## src/rtl/mdu_hilo.sv

```systemverilog
// -----------------------------------------------------------------------------
// mdu_hilo -- MIPS32 multiply/divide unit with architectural HI/LO registers.
//
// Sits beside the EX stage. MULT/MULTU finish in a single pass. DIV/DIVU use a
// bit-serial restoring divider (one quotient bit per cycle) followed by a
// sign-fixup cycle. MTHI/MTLO write HI/LO directly on the accepting edge.
//
// Ports
//   clk    in   system clock, rising edge
//   rst    in   asynchronous active-low reset
//   start  in   op request, sampled on the rising edge while idle
//   op     in   0 MULT, 1 MULTU, 2 DIV, 3 DIVU, 4 MTHI, 5 MTLO, 6/7 ignored
//   a      in   rs value (dividend / multiplicand / MTHI/MTLO source)
//   b      in   rt value (divisor / multiplier)
//   busy   out  operation in flight; HI/LO not yet updated
//   done   out  one-cycle pulse on the cycle after HI/LO commit
//   hi     out  HI register
//   lo     out  LO register
// -----------------------------------------------------------------------------
module mdu_hilo #(
  parameter int WIDTH = 32
) (
  input  logic             clk,
  input  logic             rst,
  input  logic             start,
  input  logic [2:0]       op,
  input  logic [WIDTH-1:0] a,
  input  logic [WIDTH-1:0] b,
  output logic             busy,
  output logic             done,
  output logic [WIDTH-1:0] hi,
  output logic [WIDTH-1:0] lo
);

  localparam int CW = $clog2(WIDTH);
  localparam logic [CW-1:0] LAST_ITER = CW'(WIDTH - 1);

  localparam logic [1:0] S_IDLE = 2'd0;
  localparam logic [1:0] S_MUL  = 2'd1;
  localparam logic [1:0] S_DIV  = 2'd2;
  localparam logic [1:0] S_FIX  = 2'd3;

  localparam logic [2:0] OP_MULT  = 3'd0;
  localparam logic [2:0] OP_MULTU = 3'd1;
  localparam logic [2:0] OP_DIV   = 3'd2;
  localparam logic [2:0] OP_DIVU  = 3'd3;
  localparam logic [2:0] OP_MTHI  = 3'd4;
  localparam logic [2:0] OP_MTLO  = 3'd5;

  logic [1:0]       state_q, state_d;
  logic [WIDTH-1:0] hi_q, hi_d;
  logic [WIDTH-1:0] lo_q, lo_d;
  logic             done_q, done_d;
  // opa holds the multiplicand, or the dividend that shifts out MSB-first
  // while quotient bits shift in at the bottom. opb holds multiplier/divisor.
  logic [WIDTH-1:0] opa_q, opa_d;
  logic [WIDTH-1:0] opb_q, opb_d;
  logic [WIDTH-1:0] rem_q, rem_d;
  logic [CW-1:0]    cnt_q, cnt_d;
  logic             sgn_q, sgn_d;     // signed multiply
  logic             negq_q, negq_d;   // negate quotient at fixup
  logic             negr_q, negr_d;   // negate remainder at fixup
  logic             div0_q, div0_d;   // divide by zero: commit nothing

  logic [2*WIDTH-1:0] mul_a_ext, mul_b_ext, product;
  logic [WIDTH:0]     rem_shift;
  logic [WIDTH-1:0]   rem_sub;
  logic               rem_ge;
  logic               a_neg, b_neg, is_div_s;

  // Extending both operands to 2*WIDTH makes one unsigned multiply produce
  // the correct low 2*WIDTH bits for both signed and unsigned products.
  assign mul_a_ext = sgn_q ? {{WIDTH{opa_q[WIDTH-1]}}, opa_q} : {{WIDTH{1'b0}}, opa_q};
  assign mul_b_ext = sgn_q ? {{WIDTH{opb_q[WIDTH-1]}}, opb_q} : {{WIDTH{1'b0}}, opb_q};
  assign product   = mul_a_ext * mul_b_ext;

  // One restoring step. The shifted remainder needs an extra bit for the
  // compare; when it is >= divisor the difference always fits in WIDTH bits.
  assign rem_shift = {rem_q, opa_q[WIDTH-1]};
  assign rem_ge    = rem_shift >= {1'b0, opb_q};
  assign rem_sub   = rem_shift[WIDTH-1:0] - opb_q;

  assign is_div_s = (op == OP_DIV);
  assign a_neg    = is_div_s && a[WIDTH-1];
  assign b_neg    = is_div_s && b[WIDTH-1];

  always_comb begin
    // NOTE: every combinational output gets a default first, so no path can
    // leave a variable unassigned and infer a latch.
    state_d = state_q;
    hi_d    = hi_q;
    lo_d    = lo_q;
    done_d  = 1'b0;
    opa_d   = opa_q;
    opb_d   = opb_q;
    rem_d   = rem_q;
    cnt_d   = cnt_q;
    sgn_d   = sgn_q;
    negq_d  = negq_q;
    negr_d  = negr_q;
    div0_d  = div0_q;

    case (state_q)
      S_IDLE: begin
        if (start) begin
          case (op)
            OP_MULT, OP_MULTU: begin
              opa_d   = a;
              opb_d   = b;
              sgn_d   = (op == OP_MULT);
              state_d = S_MUL;
            end
            OP_DIV, OP_DIVU: begin
              if (b == '0) begin
                div0_d  = 1'b1;
                state_d = S_FIX;
              end else begin
                // |-2^(W-1)| wraps to itself, which is the correct unsigned
                // magnitude, so the overflow case needs no special handling.
                opa_d   = a_neg ? -a : a;
                opb_d   = b_neg ? -b : b;
                negq_d  = a_neg ^ b_neg;
                negr_d  = a_neg;
                div0_d  = 1'b0;
                rem_d   = '0;
                cnt_d   = '0;
                state_d = S_DIV;
              end
            end
            OP_MTHI: hi_d = a;
            OP_MTLO: lo_d = a;
            default: ;  // 6/7 are not MDU ops
          endcase
        end
      end

      S_MUL: begin
        {hi_d, lo_d} = product;
        done_d       = 1'b1;
        state_d      = S_IDLE;
      end

      S_DIV: begin
        if (rem_ge) begin
          rem_d = rem_sub;
          opa_d = {opa_q[WIDTH-2:0], 1'b1};
        end else begin
          rem_d = rem_shift[WIDTH-1:0];
          opa_d = {opa_q[WIDTH-2:0], 1'b0};
        end
        cnt_d = cnt_q + CW'(1);
        if (cnt_q == LAST_ITER) state_d = S_FIX;
      end

      S_FIX: begin
        if (!div0_q) begin
          lo_d = negq_q ? -opa_q : opa_q;
          hi_d = negr_q ? -rem_q : rem_q;
        end
        done_d  = 1'b1;
        state_d = S_IDLE;
      end

      default: state_d = S_IDLE;
    endcase
  end

  always_ff @(posedge clk or negedge rst) begin
    if (!rst) begin
      state_q <= S_IDLE;
      hi_q    <= '0;
      lo_q    <= '0;
      done_q  <= 1'b0;
      opa_q   <= '0;
      opb_q   <= '0;
      rem_q   <= '0;
      cnt_q   <= '0;
      sgn_q   <= 1'b0;
      negq_q  <= 1'b0;
      negr_q  <= 1'b0;
      div0_q  <= 1'b0;
    end else begin
      // NOTE: non-blocking assignments here so every register samples the
      // pre-edge values of the others, independent of statement order.
      state_q <= state_d;
      hi_q    <= hi_d;
      lo_q    <= lo_d;
      done_q  <= done_d;
      opa_q   <= opa_d;
      opb_q   <= opb_d;
      rem_q   <= rem_d;
      cnt_q   <= cnt_d;
      sgn_q   <= sgn_d;
      negq_q  <= negq_d;
      negr_q  <= negr_d;
      div0_q  <= div0_d;
    end
  end

  assign busy = (state_q != S_IDLE);
  assign done = done_q;
  assign hi   = hi_q;
  assign lo   = lo_q;

endmodule

```

## config.mk

```make
export PLATFORM = sky130hd
export DESIGN_NAME = mdu_hilo
export DESIGN_NICKNAME = d
export VERILOG_FILES = /design/src/rtl/mdu_hilo.sv
export SDC_FILE = /design/constraint.sdc
export NUM_CORES = 2
export LEC_CHECK = 0
export ABC_AREA = 1
export CAP_MARGIN = 20
export CORE_MARGIN = 10
export CORE_UTILIZATION = 35
export CTS_CLUSTER_DIAMETER = 60
export DETAILED_ROUTE_END_ITERATION = 10
export PLACE_DENSITY_LB_ADDON = 0.08
export REMOVE_ABC_BUFFERS = 1
export SKIP_LAST_GASP = 1
export SYNTH_ARGS = -nofsm -noshare
export SYNTH_HDL_FRONTEND = slang
export SYNTH_SLANG_ARGS = --single-unit
```

## constraint.sdc

```tcl
create_clock -name clk -period 14.9 [get_ports clk]
set_input_delay 1.49 -clock clk [delete_from_list [all_inputs] [get_ports clk]]
set_output_delay 1.49 -clock clk [all_outputs]
set_load 0.02 [all_outputs]
```

==> results.yml <==
grt:
  grtUsageTotal: 0.271
  grt_pass1_wl_um: 390000
  antenna_found_initial: 17
  grt.overflow.total: 0
  grt_pass1_vias: 55400
  grt_max_degree: 85
logic_synthesis:
  netlist_instances: 8113
  synth_area_leaders: "fa_1, inv_1, nand2_1"
  synth_top_area_frac: 0.451
  netlist_area_sq_um: 63000
  synth_warnings: 0
  synth_area_per_cell_sq_um: 7.77
  ys_seq_area_frac: 0.0683
  synth_flop_cell: "dfrtp_1"
  synthArstFlopShare: 1.00
  synth_cell_types: 65
  synth.largest_area_cell: "fa_1"
  synth_edf_count: 0
  ys_ff_latch: 172
place:
  gp_congestion: 1.04
  dp_hpwl_um: 226000
  io_buffers: 135
  pre_cts_slack_ns: 3.71
  dp_cells: 10400
clock_network:
  root_buffer: "clkbuf_16"
  cts_max_path_buffers: 2
  cts_tree: "done"
  worstSkewPairLatency_ns: 0.51
  cts_resized: 0
  cts_max_level: 4
  cts_buffers: 17
  cts.reportedPaths.clkPinSlew_ns: 0.09
  clock_sinks: 172
  cts_hold_buf: 0
  cts_setup_buffers: 0
critical_path:
  critPathLaunch: "opa_q[31]"
  required_ns: 15.25
  worstPathMaxFanout: 16
  critPathKind: "flip-flop to flip-flop"
  cp.arrival_ns: 11.70
  startpoint_type: "flip-flop"
  cpPeakStageDelay_ns: 0.90
  cp_common_cell: "fa_1"
  timing.rr.start: "opa_q[31]"
  slowest_stage: "fa_1"
  endpoint_kind: "flip-flop"
min_path:
  hold_path.class: "flip-flop to flip-flop"
  worstHoldStart: "lo[2]"
floorplan:
  dieArea_sq_um: 198000
  num_rows: 155
  core-area_sq_um: 179000
  fp.dieW_um: 444
  die_y_um: 444
  initial_core_util: 0.353
  ios: 136
layout:
  final_cell_mix: "inv_1, nand2_1, fa_1"
  layout_commonest_cell: "inv_1"
  nets: 9888
  final_cell_count_no_fill: 10400
  layout-drive-gt1-share: 0.0370
  area_delta_synth_final_pct: 7.05
  fillers: 19100
  finish.utilization: 0.377
routing:
  drtIter0Drc: 4155
  drt_pass1_iterations: 7
  vias: 51500
  vias_per_cell: 4.95
  post_drt_wl_per_cell_um: 25.6
  drc: 0
  drt_wl_total_um: 267000
  ant_nets: 0
outcome:
  status: "complete, no violations"
timing:
  tightest_slew_ns: 1.22
  period_needed_ns: 11.34
  setup_violations: 0
  finalClockSkew_ns: 0.0136
  hold_viol: 0
  max_freq_mhz: 88.2
  slew_headroom: 0.181
  finalCritPeriodShare: 0.761
  rsz0062_at_grt: "false"
  worst_slack_ns: 3.56
  finalSetupTns_ns: 0
  slew_violations: 0
job:
  maxCapViolations: 0
-- routing by layer --
metal  wire, um  share of wire  vias to the layer above  global-route usage
met5         57        0.00021                        -                   0
met4      11000          0.041                        8              0.0905
met3      11800          0.044                      315              0.0270
met2     131000           0.49                     1461               0.468
met1     114000           0.42                    26700               0.355
li1           -              -                    23100                   -
-- cells by family (layout without fill, tap and decap cells) --
group           Yosys count  count (layout)  share of synthesized area
simple gates           2475            2475                      0.161
fa+ha+maj              1767            1767                      0.520
flops                   172             172                     0.0683
other cells               0               4                          0
compound gates          753             753                     0.0662
buf+inv                2863            2814                      0.173
xor+xnor                 83              83                     0.0116
-- layout make-up --
type	count	area, sq um	share of cell area
antenna	4	10.0	0.000148
clock buffer	17	425	0.00630
clock inverter	15	208	0.00308
inverter	2531	9500	0.141
multi-input combinational	5078	47800	0.708
sequential	172	4340	0.0644
tap	2355	2950	0.0437
timing repair buffer	251	2240	0.0332
-- through the flow --
| stage | hold WS, ns | cell area [sq um] |
|---|---|---|
| floorplan | 0.448 | 61600 |
| global placement | 0.470 | 66800 |
| detailed placement | 0.473 | 66800 |
| CTS | 0.494 | 67500 |
| global route | 0.521 | 67500 |
| finish | 0.490 | 67500 |
-- cells in the mapped netlist, types with 29 or more instances --
cell and instances:
nand2_1 1647, nand3_1 190, or2_2 30, nor2_1 435
xnor2_1 29, a31oi_1 31, buf_1 40, inv_1 2508
xor2_1 53, buf_2 31, dfrtp_1 172, o21ai_1 86
nor3_1 63, o21ai_0 259, clkbuf_1 238, a21oi_1 255
fa_1 1420, ha_1 347
-- flip-flops by register name, summed over array words and instances, names as in the netlist --
name and flops:
rem_q 32, negq_q 1, opa_q 32, negr_q 1
cnt_q 5, state_q 2, lo 32, sgn_q 1
done 1, div0_q 1, hi 32, opb_q 32
-- worst paths after layout --
check | to | cells past startpoint | slack [ns]
max | hi[14] | 28 | 3.56
min | lo[2] | 2 | 0.49
max reg2reg | hi[14] | 28 | 3.56
min reg2reg | lo[2] | 2 | 0.49
max in group asynchronous | opa_q[3] | 3 | 11.81
min in group asynchronous | opb_q[28] | 1 | 1.03
-- worst max-delay path: cells and delay by family, from the launching register on --
kind,cells,cell delay (ns)
AOI/OAI and AO/OA,6,2.39
adders and majority gates,11,6.11
buffers and inverters,8,1.42
DFF,1,0.62
and+or+nand+nor,3,0.65
Power is not shown: default switching activity piles up to over one toggle a cycle in this logic, so the estimate is an artifact.
